`config.mk`:
```
export PLATFORM = sky130hd
export DESIGN_NAME = des_round_engine
export DESIGN_NICKNAME = d
export VERILOG_FILES = /design/src/rtl/des_pkg.sv /design/src/rtl/des_f.sv /design/src/rtl/des_round_engine.sv
export SDC_FILE = /design/constraint.sdc
export NUM_CORES = 1
export LEC_CHECK = 0
export ABC_AREA = 1
export BUFFER_PORTS_ARGS = -buffer_cell sky130_fd_sc_hd__buf_2
export CAP_MARGIN = 5
export CORE_AREA = 2 2 122 124
export CTS_BUF_LIST = sky130_fd_sc_hd__clkbuf_16
export DETAILED_ROUTE_END_ITERATION = 10
export DIE_AREA = 0 0 124 126
export GPL_TIMING_DRIVEN = 0
export MAX_ROUTING_LAYER = met4
export SLEW_MARGIN = 20
export SYNTH_ARGS = -nofsm -noshare
export SYNTH_HDL_FRONTEND = slang
export SYNTH_SLANG_ARGS = --single-unit
export TNS_END_PERCENT = 50
```
`constraint.sdc`:
```
create_clock -name clk -period 1.53 [get_ports clk]
set_clock_uncertainty 0.05 [all_clocks]
set_input_delay 0.153 -clock clk [delete_from_list [all_inputs] [get_ports clk]]
set_output_delay 0.153 -clock clk [all_outputs]
set_load 0.03 [all_outputs]
```
`src/rtl/des_pkg.sv`:
```
// Shared DES constants: permutation tables, S-boxes, engine state encoding and
// the fixed bit permutations built from them (tables use DES numbering, bit 1 = MSB).
package des_pkg;

    typedef enum logic [1:0] {
        ST_IDLE,
        ST_ROUND,
        ST_DONE
    } state_e;

    localparam logic [6:0] IP_TBL [64] = '{
        58, 50, 42, 34, 26, 18, 10, 2,  60, 52, 44, 36, 28, 20, 12, 4,
        62, 54, 46, 38, 30, 22, 14, 6,  64, 56, 48, 40, 32, 24, 16, 8,
        57, 49, 41, 33, 25, 17,  9, 1,  59, 51, 43, 35, 27, 19, 11, 3,
        61, 53, 45, 37, 29, 21, 13, 5,  63, 55, 47, 39, 31, 23, 15, 7
    };

    localparam logic [6:0] FP_TBL [64] = '{
        40, 8, 48, 16, 56, 24, 64, 32,  39, 7, 47, 15, 55, 23, 63, 31,
        38, 6, 46, 14, 54, 22, 62, 30,  37, 5, 45, 13, 53, 21, 61, 29,
        36, 4, 44, 12, 52, 20, 60, 28,  35, 3, 43, 11, 51, 19, 59, 27,
        34, 2, 42, 10, 50, 18, 58, 26,  33, 1, 41,  9, 49, 17, 57, 25
    };

    localparam logic [6:0] E_TBL [48] = '{
        32,  1,  2,  3,  4,  5,   4,  5,  6,  7,  8,  9,
         8,  9, 10, 11, 12, 13,  12, 13, 14, 15, 16, 17,
        16, 17, 18, 19, 20, 21,  20, 21, 22, 23, 24, 25,
        24, 25, 26, 27, 28, 29,  28, 29, 30, 31, 32,  1
    };

    localparam logic [6:0] P_TBL [32] = '{
        16,  7, 20, 21, 29, 12, 28, 17,   1, 15, 23, 26,  5, 18, 31, 10,
         2,  8, 24, 14, 32, 27,  3,  9,  19, 13, 30,  6, 22, 11,  4, 25
    };

    // Each S-box is stored row-major: entry index = row * 16 + column.
    localparam logic [3:0] SBOX [8][64] = '{
        '{14,  4, 13,  1,  2, 15, 11,  8,  3, 10,  6, 12,  5,  9,  0,  7,
           0, 15,  7,  4, 14,  2, 13,  1, 10,  6, 12, 11,  9,  5,  3,  8,
           4,  1, 14,  8, 13,  6,  2, 11, 15, 12,  9,  7,  3, 10,  5,  0,
          15, 12,  8,  2,  4,  9,  1,  7,  5, 11,  3, 14, 10,  0,  6, 13},
        '{15,  1,  8, 14,  6, 11,  3,  4,  9,  7,  2, 13, 12,  0,  5, 10,
           3, 13,  4,  7, 15,  2,  8, 14, 12,  0,  1, 10,  6,  9, 11,  5,
           0, 14,  7, 11, 10,  4, 13,  1,  5,  8, 12,  6,  9,  3,  2, 15,
          13,  8, 10,  1,  3, 15,  4,  2, 11,  6,  7, 12,  0,  5, 14,  9},
        '{10,  0,  9, 14,  6,  3, 15,  5,  1, 13, 12,  7, 11,  4,  2,  8,
          13,  7,  0,  9,  3,  4,  6, 10,  2,  8,  5, 14, 12, 11, 15,  1,
          13,  6,  4,  9,  8, 15,  3,  0, 11,  1,  2, 12,  5, 10, 14,  7,
           1, 10, 13,  0,  6,  9,  8,  7,  4, 15, 14,  3, 11,  5,  2, 12},
        '{ 7, 13, 14,  3,  0,  6,  9, 10,  1,  2,  8,  5, 11, 12,  4, 15,
          13,  8, 11,  5,  6, 15,  0,  3,  4,  7,  2, 12,  1, 10, 14,  9,
          10,  6,  9,  0, 12, 11,  7, 13, 15,  1,  3, 14,  5,  2,  8,  4,
           3, 15,  0,  6, 10,  1, 13,  8,  9,  4,  5, 11, 12,  7,  2, 14},
        '{ 2, 12,  4,  1,  7, 10, 11,  6,  8,  5,  3, 15, 13,  0, 14,  9,
          14, 11,  2, 12,  4,  7, 13,  1,  5,  0, 15, 10,  3,  9,  8,  6,
           4,  2,  1, 11, 10, 13,  7,  8, 15,  9, 12,  5,  6,  3,  0, 14,
          11,  8, 12,  7,  1, 14,  2, 13,  6, 15,  0,  9, 10,  4,  5,  3},
        '{12,  1, 10, 15,  9,  2,  6,  8,  0, 13,  3,  4, 14,  7,  5, 11,
          10, 15,  4,  2,  7, 12,  9,  5,  6,  1, 13, 14,  0, 11,  3,  8,
           9, 14, 15,  5,  2,  8, 12,  3,  7,  0,  4, 10,  1, 13, 11,  6,
           4,  3,  2, 12,  9,  5, 15, 10, 11, 14,  1,  7,  6,  0,  8, 13},
        '{ 4, 11,  2, 14, 15,  0,  8, 13,  3, 12,  9,  7,  5, 10,  6,  1,
          13,  0, 11,  7,  4,  9,  1, 10, 14,  3,  5, 12,  2, 15,  8,  6,
           1,  4, 11, 13, 12,  3,  7, 14, 10, 15,  6,  8,  0,  5,  9,  2,
           6, 11, 13,  8,  1,  4, 10,  7,  9,  5,  0, 15, 14,  2,  3, 12},
        '{13,  2,  8,  4,  6, 15, 11,  1, 10,  9,  3, 14,  5,  0, 12,  7,
           1, 15, 13,  8, 10,  3,  7,  4, 12,  5,  6, 11,  0, 14,  9,  2,
           7, 11,  4,  1,  9, 12, 14,  2,  0,  6, 10, 13, 15,  3,  5,  8,
           2,  1, 14,  7,  4, 10,  8, 13, 15, 12,  9,  0,  3,  5,  6, 11}
    };

    function automatic logic [63:0] ip_perm(input logic [63:0] x);
        logic [63:0] y;
        y = '0;
        for (int i = 0; i < 64; i++) y[6'(63 - i)] = x[6'(64 - int'(IP_TBL[6'(i)]))];
        return y;
    endfunction

    function automatic logic [63:0] fp_perm(input logic [63:0] x);
        logic [63:0] y;
        y = '0;
        for (int i = 0; i < 64; i++) y[6'(63 - i)] = x[6'(64 - int'(FP_TBL[6'(i)]))];
        return y;
    endfunction

    function automatic logic [47:0] e_expand(input logic [31:0] x);
        logic [47:0] y;
        y = '0;
        for (int i = 0; i < 48; i++) y[6'(47 - i)] = x[5'(32 - int'(E_TBL[6'(i)]))];
        return y;
    endfunction

    function automatic logic [31:0] p_perm(input logic [31:0] x);
        logic [31:0] y;
        y = '0;
        for (int i = 0; i < 32; i++) y[5'(31 - i)] = x[5'(32 - int'(P_TBL[5'(i)]))];
        return y;
    endfunction

endpackage

```
`src/rtl/des_f.sv`:
```
// DES round function f(R, K): expand R to 48 bits, mix in the subkey,
// compress through the eight S-boxes and apply the P permutation.
module des_f
    import des_pkg::*;
(
    input  logic [31:0] r_i,
    input  logic [47:0] k_i,
    output logic [31:0] f_o
);

    logic [47:0] x;
    logic [5:0]  six;
    logic [31:0] s;

    // NOTE: every variable here is assigned before it is read on all paths, so no latch is inferred.
    always_comb begin
        x   = e_expand(r_i) ^ k_i;
        s   = '0;
        six = '0;
        for (int b = 0; b < 8; b++) begin
            six = x[47:42];
            x   = x << 6;
            // Outer bits select the row, inner four bits the column.
            s   = {s[27:0], SBOX[3'(b)][{six[5], six[0], six[4:1]}]};
        end
        f_o = p_perm(s);
    end

endmodule

```
`src/rtl/des_round_engine.sv`:
```
// Iterative single-block DES engine: one Feistel round per clock with an
// external key schedule addressed through key/cnt/round_key.
module des_round_engine
    import des_pkg::*;
(
    input  logic        clk,
    input  logic        rst_n,
    input  logic        in_valid,
    output logic        in_ready,
    input  logic [63:0] data_in,
    input  logic [63:0] key_in,
    input  logic        decrypt,
    output logic [63:0] key,
    output logic [4:0]  cnt,
    input  logic [47:0] round_key,
    output logic        out_valid,
    input  logic        out_ready,
    output logic [63:0] data_out
);

    state_e      state_q;
    logic [3:0]  rnd_q;
    logic [31:0] l_q, r_q;
    logic [63:0] key_q;
    logic        mode_q;
    logic [63:0] data_out_q;
    logic        out_valid_q;
    logic [31:0] f_out;
    logic [31:0] r_d;

    des_f u_f (
        .r_i (r_q),
        .k_i (round_key),
        .f_o (f_out)
    );

    assign r_d       = l_q ^ f_out;
    assign in_ready  = rst_n && (state_q == ST_IDLE);
    assign key       = key_q;
    assign out_valid = out_valid_q;
    assign data_out  = data_out_q;
    // Decryption walks the same schedule backwards.
    assign cnt = (state_q == ST_ROUND) ? {1'b0, (mode_q ? 4'd15 - rnd_q : rnd_q)} : 5'd0;

    // NOTE: non-blocking assignments let every register read its pre-edge value within the cycle.
    always_ff @(posedge clk or negedge rst_n) begin
        if (!rst_n) begin
            state_q     <= ST_IDLE;
            rnd_q       <= '0;
            l_q         <= '0;
            r_q         <= '0;
            key_q       <= '0;
            mode_q      <= 1'b0;
            data_out_q  <= '0;
            out_valid_q <= 1'b0;
        end else begin
            case (state_q)
                ST_IDLE: begin
                    if (in_valid) begin
                        key_q        <= key_in;
                        mode_q       <= decrypt;
                        {l_q, r_q}   <= ip_perm(data_in);
                        rnd_q        <= '0;
                        state_q      <= ST_ROUND;
                    end
                end
                ST_ROUND: begin
                    l_q <= r_q;
                    r_q <= r_d;
                    if (rnd_q == 4'd15) begin
                        // Last round: output takes the swapped halves {R16, L16}.
                        data_out_q  <= fp_perm({r_d, r_q});
                        out_valid_q <= 1'b1;
                        state_q     <= ST_DONE;
                    end else begin
                        rnd_q <= rnd_q + 4'd1;
                    end
                end
                ST_DONE: begin
                    if (out_ready) begin
                        out_valid_q <= 1'b0;
                        state_q     <= ST_IDLE;
                    end
                end
                default: state_q <= ST_IDLE;
            endcase
        end
    end

endmodule
```
== Word level (Yosys, flattened, before mapping) ==
Index checks and enable logic that the tools add are counted.

* Flip-flop bits (word level): 72
* Output and inout port bits: 135
* Logic and storage cells: 34

* Add/sub/neg operators: 2
* Equality and inequality tests: 7
* Muxes and demuxes: 12
* Reduce and logical (&&, ||, !) cells: 8

{| class="wikitable"
|+ Operators with widths
! kind !! number
|-
| $mux 4 || 4
|-
| $reduce_and 3->1 || 3
|-
| $pmux 4 s2 || 1
|-
| $mux 2 || 3
|-
| $ne 2x2->1 const B || 3
|-
| $pmux 2 s3 || 1
|-
| $add 4x1->4 const B || 1
|-
| $eq 4x4->1 const B || 1
|-
| $reduce_bool 2->1 || 2
|-
| $sub 4x4->4 const A || 1
|-
| $eq 2x1->1 const B || 1
|-
| $eq 2x2->1 const B || 1
|-
| $logic_not 2->1 || 1
|-
| $mux 1 || 2
|-
| $ne 2x1->1 const B || 1
|-
| $pmux 1 s2 || 1
|-
| $reduce_and 2->1 || 1
|-
| $logic_and 1x1->1 || 1
|}

== Longest topological paths before layout ==
Gate-level depths: netlist of run 1.

* Depth in word-level cells: 3
* Mapped depth: 7
* Gate-level depth less buffers: 7

== Least setup slack after synthesis of run 1 ==
Ideal clock, no wire load.

* Kind: flip-flop to output port
* Start point: register state_q[0]
* End point: output port cnt[0]
* Arrival: 1.252 ns
* Required time: 1.327 ns
* Setup slack: 0.075 ns
* Stages on the path, launching flop included: 5
* Path buffers: 0
* Cell sequence: dfrtp_1 inv_1 nor2_4 o21ai_0 a21oi_1

* Longest elaborated chain between the ends: 2

{| class="wikitable"
|+ RTL lines
! element !! line !! RTL
|-
| from (decl) || des_round_engine.sv:21 || <nowiki>state_e state_q;</nowiki>
|-
| from (signal assigned) || des_round_engine.sv:48 || <nowiki>state_q <= ST_IDLE;</nowiki>
|-
| from (signal assigned) || des_round_engine.sv:64 || <nowiki>state_q <= ST_ROUND;</nowiki>
|-
| from (signal assigned) || des_round_engine.sv:74 || <nowiki>state_q <= ST_DONE;</nowiki>
|-
| $eq 2x1->1 || des_round_engine.sv:43 || <nowiki>assign cnt = (state_q == ST_ROUND) ? {1'b0, (mode_q ? 4'd15 - rnd_q : rnd_q)} : 5'd0;</nowiki>
|-
| $mux 4 || des_round_engine.sv:43 ||
|-
| to (decl) || des_round_engine.sv:14 || <nowiki>output logic [4:0] cnt,</nowiki>
|}

Every way passes these cells.

== Worst setup path in the final report of run 1 ==
* Start point: register state_q[1]
* End point: output port cnt[2]

The elaborated chain is that of the path after synthesis.

==> results.toml, run 1 <==
[run_status]
outcome = "completed"

[clocking]
clock_sinks = 72
cts_max_path_buffers = 2
htreeDepth = 3
clk_latency_ns = 0.34
cts-root-buf = "clkbuf_16"
cts_tree = "yes"
path_clk_slew_ns = 0.06
numCtsBuffers = 9

[sta]
slew_viol_final = 0
tns_ns = 0
hold_violations = 0
fmax_ghz = 0.660
finalCritPeriodShare_pct = 99.1
finalCriticalPeriod_ns = 1.52
whs_ns = 0.0105
report.final.setup_viol = 0
rsz0062_at_grt = "true"

[synthesis]
synth_top_area_share_pct = 51.0
synth.area.top_cells = "dfrtp_1 51%, nand2_1 15%, buf_4 14%, nand3_1 10%, buf_6 3.5%"
ys_seq_area_share_pct = 51.0
synth_cell_types = 22
syn_inst = 399
syn_area_sq_um = 3530
synth_area_leader_cell = "dfrtp_1"
syn_area_per_cell_sq_um = 8.86
ys_ff_latch = 72
ys_warn_count = 0

[power_and_ir_drop]
p_int_uw = 6080
power-per-cell-area_nw_per_um2 = 1860
power.share.clock_pct = 18.8
power_frac_seq_pct = 30.2
switching_share_pct = 46.0
power.switching_uw = 5170
leakage_uw = 0.00338
power_frac_comb_pct = 50.9
ir_worst_vdd_mv = 0.865

[final_layout]
areaGrowthSynthToFinish_pct = 70.9
final_util_pct = 42.2
final_nets = 864
drive_above_1_share_pct = 45.0
fin_cells = 872
fillers = 1431
design_area_sq_um = 6040

[worst_setup_path]
critPathMaxStageDelay_ns = 0.45
cp_top_family = "flip-flops"
crit_buf_inv = 1
cp_max_fo = 5
critical_path.startpoint_type = "register"
worstPathRequired_ns = 1.33
critical_path_class = "register to primary output"
crit_chain = "nor2_4 > o21ai_1 > a21oi_1 > buf_4"
cp-end-kind = "primary output"
r2r_slack_ns = 0.02
critPathArrivalTime_ns = 1.31
cp_slowest_cell = "dfrtp_2"

[floorplanning]
io_pins = 316
rows = 44
initial_utilization_pct = 24.7
core_sq_um = 14300
die_h_um = 126
die-area_sq_um = 15600
die_width_um = 124

[place]
place.gp.congestion = 0.727
dpl-instance-area_sq_um = 4720
io_buffers = 138
dp_cells = 786
dpl.hpwl_um = 6840

[global_routing]
gr-usage-all-layers_pct = 13.3
grt_pass1_wl_um = 15300
grt_pass1_vias = 3027
grt_overflow = 0
grt_max_degree = 46
antenna_found_initial = 1

[route]
drc = 0
dr.first_iter.drc_count = 131
wl_per_cell_um = 12.1
viasPerCell = 3.86
vias = 3365
drt-pass1-iter-count = 4
drt-total-wl_um = 10600
antenna_left = 0

[min_path]
holdCritPathClass = "primary input to register"

[job]
max-cap-violations = 0
routing by layer:
layer | part of all wire [%] | track usage (%)
met1 | 42 | 16.2
met5 | 0 | -
met3 | 5.8 | 2.85
met2 | 50 | 20.9
met4 | 2.2 | 6.54
power groups by stage:
stage / Combinational [uW] / Sequential, uW / Clock (uW)
5_1_grt: 6190 / 3520 / 2280
6_report: 5730 / 3400 / 2120
3_3_place_gp: 4960 / 3310 / 0
3_5_place_dp: 5030 / 3300 / 0
2_1_floorplan: 1950 / 4870 / 0
4_1_cts: 5240 / 3280 / 2190
worst register-to-register path, stage by stage (launching register included):
cell,delay [ns]
dfrtp_2,0.41
buf_6,0.12
buf_6,0.11
nor2_4,0.16
nand2_4,0.12
clkbuf_16,0.19
clkbuf_16,0.15
nand2_1,0.05
nand2_1,0.04
state kept, by name, indices dropped and copies added (netlist names):
name,count
key,64
out_valid,1
mode_q,1
state_q,2
rnd_q,4
cells by family after synthesis:
| kind of cell | Yosys count | share of synthesized area [%] |
|---|---|---|
| buffers and inverters | 95 | 19.8 |
| XOR/XNOR | 1 | 0.248 |
| adder cells (fa/ha/maj) | 1 | 0.354 |
| other | 1 | 0.106 |
| AND/OR/NAND/NOR | 218 | 26.8 |
| flip-flops | 72 | 51.0 |
| AO/OA/AOI/OAI | 11 | 1.70 |
cells in the final DEF (no fill, tap or decap), drive strengths merged:
cell and n:
nand4 1, dlygate4sd3 56, or2 1, dfrtp 72
inv 11, a21boi 1, nor3b 1, diode 1
buf 231, conb 65, o21ai 4, ha 1
clkbuf 16, xnor2 1, nor2 4, nand2 140
nand3 71, bufinv 1, o31ai 1, clkinvlp 4
a21oi 5
what timing repair did:
action                     4_1_cts  5_1_grt
setup endpoints to repair        3       62
hold endpoints to repair        82        0
hold buffers                    57        0
gates resized for setup          5       74
pin swaps                        1        4
buffers inserted                 4        2
cloned                           0        6
synthesized netlist by cell type, drive strengths merged:
master and n:
or2 1, buf 86, dfrtp 72, nor3b 1, conb 1, xnor2 1, nand3 71, a21boi 1
o21ai 4, nand2 140, o31ai 1, nand4 1, ha 1, a21oi 5, nor2 4, inv 9
stage by stage:
stage          worst slack [ns]  power, uW
5_1_grt                 -0.0662      12000
3_5_place_dp              0.135       8330
6_report                 0.0142      11300
2_1_floorplan            0.0746       6820
4_1_cts                 0.00265      10700
3_3_place_gp             -0.717       8270
worst paths after layout:
path,from,end,cells after the start
min in group asynchronous,rst_n,key[11]$_DFFE_PN0P_,3
worst min register to register,key[49]$_DFFE_PN0P_,key[49]$_DFFE_PN0P_,2
max in group asynchronous,rst_n,state_q[0]$_DFFE_PN0P_,3
worst min-delay path,key_in[36],key[36]$_DFFE_PN0P_,3
worst max-delay path,state_q[1]$_DFFE_PN0P_,cnt[2],4
worst max register to register,state_q[0]$_DFFE_PN0P_,key[23]$_DFFE_PN0P_,8
area by class of cell:
cell class	instances	area [sq um]	share of cell area [%]
sequential	72	1800	29.9
buffer	86	706	11.7
antenna	1	2.50	0.0414
timing repair buffer	208	1530	25.3
clock buffer	9	225	3.73
inverter	9	33.8	0.559
multi-input combinational	296	1440	23.8
tap	184	230	3.81
clock inverter	7	72.6	1.20
No activity file was read; power rests on OpenSTA's default activity.
==> run 2: changes to the inputs <==
--- a/config.mk
+++ b/config.mk
@@ -8,10 +8,11 @@
 export ABC_AREA = 1
 export BUFFER_PORTS_ARGS = -buffer_cell sky130_fd_sc_hd__buf_2
 export CAP_MARGIN = 5
-export CORE_AREA = 2 2 122 124
+export CORE_AREA = 2 2 121 123
 export CTS_BUF_LIST = sky130_fd_sc_hd__clkbuf_16
+export CTS_CLUSTER_DIAMETER = 80
 export DETAILED_ROUTE_END_ITERATION = 10
-export DIE_AREA = 0 0 124 126
+export DIE_AREA = 0 0 123 125
 export GPL_TIMING_DRIVEN = 0
 export MAX_ROUTING_LAYER = met4
 export SLEW_MARGIN = 20
==> constraint.sdc (replaced) <==
create_clock -name clk -period 1.93 [get_ports clk]
set_clock_uncertainty 0.05 [all_clocks]
set_input_delay 0.193 -clock clk [delete_from_list [all_inputs] [get_ports clk]]
set_output_delay 0.193 -clock clk [all_outputs]
set_load 0.03 [all_outputs]
==> run 2 against run 1 <==
Critical path depth up 1. Highest routed layer unchanged. Count of clock-buffer cells in the layout unchanged. Hold slack better by 0.028 ns. Clock power down 26%. Wire length down 13%. Final cell count down 7.7%. First-iteration DRC count up 1.5%. Sequential share of layout area up 5.9 points.
==> results.toml, run 2 (same netlist as run 1, synthesis figures left out) <==
[run_status]
outcome = "completed"

[sta]
setup_ws_ns = 0.161
rsz0062_at_grt = "false"
whs_ns = 0.0389
finalCriticalPeriod_ns = 1.77
slew_viol_final = 0
hold_violations = 0
finalCritPeriodShare_pct = 91.7
report.final.setup_viol = 0
fmax_ghz = 0.565

[clocking]
numCtsBuffers = 9
ctsResizeCount = 0
post-cts-setup-buffers = 0
cts-root-buf = "clkbuf_16"
cts_max_path_buffers = 2
clock_sinks = 72
htreeDepth = 3
clk_latency_ns = 0.33
path_clk_slew_ns = 0.06
cts_tree = "yes"
cts_hold_buf = 3

[place]
dp_cells = 786
place_ws_ns = 0.502
place.gp.congestion = 0.768
io_buffers = 138
dpl.hpwl_um = 6840
dpl-instance-area_sq_um = 4720

[floorplanning]
core_sq_um = 14200
die-area_sq_um = 15400
die_width_um = 123
die_h_um = 125
rows = 44
io_pins = 316
initial_utilization_pct = 24.9

[final_layout]
design_area_sq_um = 5040
largest_reg_flops = 64
final_nets = 798
areaGrowthSynthToFinish_pct = 42.5
layout_commonest_cell = "buf_2"
fin_cells = 805
final_util_pct = 35.5
diodes = 0
final_cell_mix = "146 x buf_2, 137 x nand2_1, 72 x dfrtp_1"
drive_above_1_share_pct = 39.3

[worst_setup_path]
critical_path.startpoint_type = "register"
cp-end-kind = "primary output"
critical_path_class = "register to primary output"
worstPathRequired_ns = 1.69
critPathArrivalTime_ns = 1.53
cp_max_fo = 8

[job]
max-cap-violations = 0

[route]
drt-pass1-iter-count = 4
dr.first_iter.drc_count = 133
wl_per_cell_um = 11.5
drt-total-wl_um = 9230
antenna_left = 0
vias = 3052
drc = 0
viasPerCell = 3.79

[global_routing]
gr-usage-all-layers_pct = 12.4
grt_pass1_vias = 2713
grt_max_degree = 42
grt_overflow = 0
grt_pass1_wl_um = 14000
antenna_found_initial = 0

[power_and_ir_drop]
power-per-cell-area_nw_per_um2 = 1610
leakage_uw = 0.00300
ir_worst_vdd_mv = 0.491

[min_path]
holdCritPathClass = "primary input to register"
## run 2: cell type report
| type | instances | area [sq um] |
|---|---|---|
| Buffer | 86 | 664 |
| Fill cell | 1519 | 9170 |
| Tap cell | 184 | 230 |
| Multi-Input combinational cell | 296 | 1270 |
| Sequential cell | 72 | 1800 |
| Clock inverter | 7 | 53.8 |
| Timing Repair Buffer | 142 | 753 |
| Inverter | 9 | 33.8 |
| Clock buffer | 9 | 225 |
## run 2: routing by layer
layer	wire length, um	track usage, %
met5	0	-
met1	3940	15.2
met4	208	5.82
met2	4620	19.5
met3	465	2.42
## run 2: worst max-delay path, stage by stage, from the launching register on
cell and delay (ns):
dfrtp_1 0.44, inv_1 0.12, nor2_4 0.19, o21ai_0 0.12
a21oi_1 0.12, buf_2 0.21
## run 2: worst paths after layout
path                                   startpoint                    to  slack [ns]  cells past startpoint
max in group asynchronous                   rst_n  rnd_q[1]$_DFFE_PN0P_        1.20                      3
max                        state_q[0]$_DFFE_PN0P_                cnt[0]        0.16                      5
min                                    key_in[45]   key[45]$_DFFE_PN0P_        0.04                      3
min reg2reg                    key[1]$_DFFE_PN0P_    key[1]$_DFFE_PN0P_        0.41                      2
min in group asynchronous                   rst_n   key[13]$_DFFE_PN0P_        0.39                      3
max reg2reg                state_q[1]$_DFFE_PN0P_   key[61]$_DFFE_PN0P_        0.60                      5
## run 2: report_power, final
part           total, uW  internal (uW)  switching [uW]
clock               1570            975             600
combinational       3970           1180            2790
sequential          2580           2200             378
## run 2: per-stage QoR
stage               total power, uW  setup TNS (ns)
floorplan                      5410               0
global placement               6570          -0.416
detailed placement             6610               0
CTS                            8250               0
global route                   8680               0
finish                         8130               0
==> run 3: changes to the inputs <==
--- a/config.mk
+++ b/config.mk
@@ -5,14 +5,13 @@
 export SDC_FILE = /design/constraint.sdc
 export NUM_CORES = 1
 export LEC_CHECK = 0
-export ABC_AREA = 1
 export BUFFER_PORTS_ARGS = -buffer_cell sky130_fd_sc_hd__buf_2
 export CAP_MARGIN = 5
-export CORE_AREA = 2 2 121 123
+export CORE_AREA = 2 2 122 124
 export CTS_BUF_LIST = sky130_fd_sc_hd__clkbuf_16
 export CTS_CLUSTER_DIAMETER = 80
 export DETAILED_ROUTE_END_ITERATION = 10
-export DIE_AREA = 0 0 123 125
+export DIE_AREA = 0 0 124 126
 export GPL_TIMING_DRIVEN = 0
 export MAX_ROUTING_LAYER = met4
 export SLEW_MARGIN = 20
==> run 3 against run 2 <==
Total power is 5.1% higher. Wire length fell by 27%. Clock power increased by 9.6%. Sequential power rose by 3%. Die area rose by 1.6%. Utilization decreased by 1.5 points. Area after synthesis is 6.1% lower. Via count shrank 23%. First-iteration DRC count fell by 77%. Worst setup slack better by 0.021 ns. Sequential cell count unchanged. Synthesized cell count decreased by 38%.
==> results.toml, run 3 <==
[final_layout]
areaGrowthSynthToFinish_pct = 46.4
design_area_sq_um = 4860
drive_above_1_share_pct = 55.4
final_cell_mix = "140 x buf_2, 72 x dfrtp_1, 66 x buf_4"
final_nets = 648
largest_reg_flops = 64
fillers = 1474
diodes = 0
layout_commonest_cell = "buf_2"

[sta]
slew_viol_final = 0
fmax_ghz = 0.572
whs_ns = 0.0199
finalCritPeriodShare_pct = 90.6
rsz0062_at_grt = "false"
tns_ns = 0
report.final.setup_viol = 0
finalCriticalPeriod_ns = 1.75
hold_violations = 0

[clocking]
cts-root-buf = "clkbuf_16"
clock_sinks = 72
clk_latency_ns = 0.34
htreeDepth = 3
path_clk_slew_ns = 0.06
numCtsBuffers = 9
post-cts-setup-buffers = 0
cts_max_path_buffers = 2
cts_tree = "yes"

[route]
drt-pass1-iter-count = 4
antenna_left = 0
viasPerCell = 3.61
vias = 2363
drt-total-wl_um = 6730
dr.first_iter.drc_count = 31
drc = 0
wl_per_cell_um = 10.3

[global_routing]
antenna_found_initial = 0
grt_overflow = 0
grt_pass1_vias = 2196
grt_pass1_wl_um = 10200
grt_max_degree = 39
gr-usage-all-layers_pct = 9.03

[run_status]
outcome = "completed"

[synthesis]
syn_area_per_cell_sq_um = 13.4
ys_seq_area_share_pct = 54.3
synth_cell_types = 26
ys_warn_count = 0
synth_mux_area_share_pct = 22.4
synth_top_family_by_area = "multiplexers"
syn_inst = 248
synthAdderAreaFrac_pct = 0.377
synthArstFlopShare_pct = 100
synth_compound_area_share_pct = 1.62
synth_top_area_share_pct = 54.3
synth_edf_count = 0
synth_simple_gate_area_share_pct = 2.68
ys_ff_latch = 72
syn_area_sq_um = 3320
synth_area_leader_cell = "dfrtp_1"
yosys_most_used_dff = "dfrtp_1"
netlist_top_cells_count = "72 x dfrtp_1, 66 x buf_4, 35 x mux2_2"
synth.area.top_cells = "dfrtp_1 54%, buf_4 15%, mux2_2 12%, mux2_1 10%, xnor2_1 1.3%"
synth_xor_xnor_area_share_pct = 1.32
yosysMostFrequentCell = "dfrtp_1"

[power_and_ir_drop]
power-per-cell-area_nw_per_um2 = 1760
finalPower_uw = 8540
p_int_uw = 4880
leakage_uw = 0.00252
power_frac_seq_pct = 31.1
power.share.clock_pct = 20.2
switching_share_pct = 42.9
ir_worst_vdd_mv = 1.02
power_frac_comb_pct = 48.8
power.switching_uw = 3660

[worst_setup_path]
worstReg2RegEnd = "key[28]$_DFFE_PN0P_"
crit_chain = "dlygate4sd3_1 > buf_6 > nor3b_1 > buf_2"
critPathMaxStageDelay_ns = 0.54
cp_max_fo = 38
startpoint = "rst_n"
critical_path.startpoint_type = "primary input"
cp-end-kind = "primary output"
critPathArrivalTime_ns = 1.51
timing.rr.start = "state_q[1]$_DFFE_PN0P_"
cp_slowest_cell = "dlygate4sd3_1"
worstPathRequired_ns = 1.69
r2r_slack_ns = 0.20
critical_path_class = "primary input to primary output"
reg2regPathDepth = 4
crit_end = "in_ready"

[min_path]
min_path_cells = 2
holdCritPathClass = "primary input to register"

[place]
dpl.hpwl_um = 5370
dpl-instance-area_sq_um = 4500
place.gp.congestion = 0.722
io_buffers = 138

[floorplanning]
core_sq_um = 14300
die-area_sq_um = 15600
initial_utilization_pct = 23.2
die_width_um = 124
die_h_um = 126
io_pins = 316
rows = 44

[job]
max-cap-violations = 0
[run 3: changes by cell type in the layout (fill, tap and decap cells not counted), moves of 3 or more]
| cell | delta |
|---|---|
| nand2_1 | -135 |
| nand3_1 | -69 |
| mux2_2 | +35 |
| mux2_1 | +30 |
| buf_6 | -7 |
| buf_2 | -6 |
| a21oi_1 | -4 |
| inv_1 | -4 |
| xnor2_1 | +4 |
| nor2_1 | +3 |
[run 3: cells by family after synthesis]
group	count (synthesis)
and+or+nand+nor	16
muxes	66
xor gates and xnor gates	5
buffers and inverters	79
DFF	72
adders and majority gates	1
other	1
AOI/OAI and AO/OA	8
[run 3: worst min-delay path by stage]
stage,startpoint,end,slack (ns)
6_report,key_in[16],key[16]$_DFFE_PN0P_,0.02
5_1_grt,key_in[14],key[14]$_DFFE_PN0P_,0.003
4_1_cts,key_in[16],key[16]$_DFFE_PN0P_,0.0009
3_5_place_dp,rst_n,key[52]$_DFFE_PN0P_,0.14
3_3_place_gp,key_in[24],key[24]$_DFFE_PN0P_,0.36
2_1_floorplan,rst_n,key[0]$_DFFE_PN0P_,-0.15
[run 3: power groups by stage]
stage | logic [uW] | registers [uW] | clock network [uW]
after floorplan | 1650 | 4050 | 0
after global placement | 4160 | 2650 | 0
after detailed placement | 4230 | 2680 | 0
after CTS | 4230 | 2670 | 1800
after global routing | 4450 | 2750 | 1880
final | 4170 | 2650 | 1720
[run 3: metrics by stage]
step / worst slack, ns / util [%] / cells
3_5_place_dp: 0.142 / 31.4 / 635
6_report: 0.182 / 33.9 / 655
4_1_cts: 0.0374 / 33.7 / 652
3_3_place_gp: -0.255 / 31.3 / 634
2_1_floorplan: 0.447 / - / 312
5_1_grt: 0.0612 / 33.9 / 655
[run 3: layout make-up]
| class | instances | area, sq um | area share, % |
|---|---|---|---|
| clock buffer | 9 | 225 | 4.64 |
| tap | 184 | 230 | 4.74 |
| clock inverter | 7 | 86.3 | 1.78 |
| inverter | 5 | 18.8 | 0.386 |
| buffer | 74 | 552 | 11.4 |
| multi-input combinational | 161 | 1180 | 24.4 |
| timing repair buffer | 143 | 757 | 15.6 |
| sequential | 72 | 1800 | 37.1 |
[run 3: critical path, delay by kind of cell]
kind	cells	cell delay [ns]
buffers and inverters	3	1.09
and+or+nand+nor	1	0.22
[run 3: metal layers]
| metal | vias to the layer above | share of wire, % | track usage (%) |
|---|---|---|---|
| met4 | 0 | 0.97 | 3.37 |
| met5 | - | 0 | - |
| met2 | 138 | 48 | 14.5 |
| met1 | 1078 | 37 | 8.78 |
| li1 | 1140 | - | - |
| met3 | 7 | 14 | 5.62 |
[run 3: repair_timing]
item,in CTS,in global routing
resized for setup,0,1
hold buffers,1,3
setup endpoints to repair,0,1
endpoints found under the hold margin,36,3
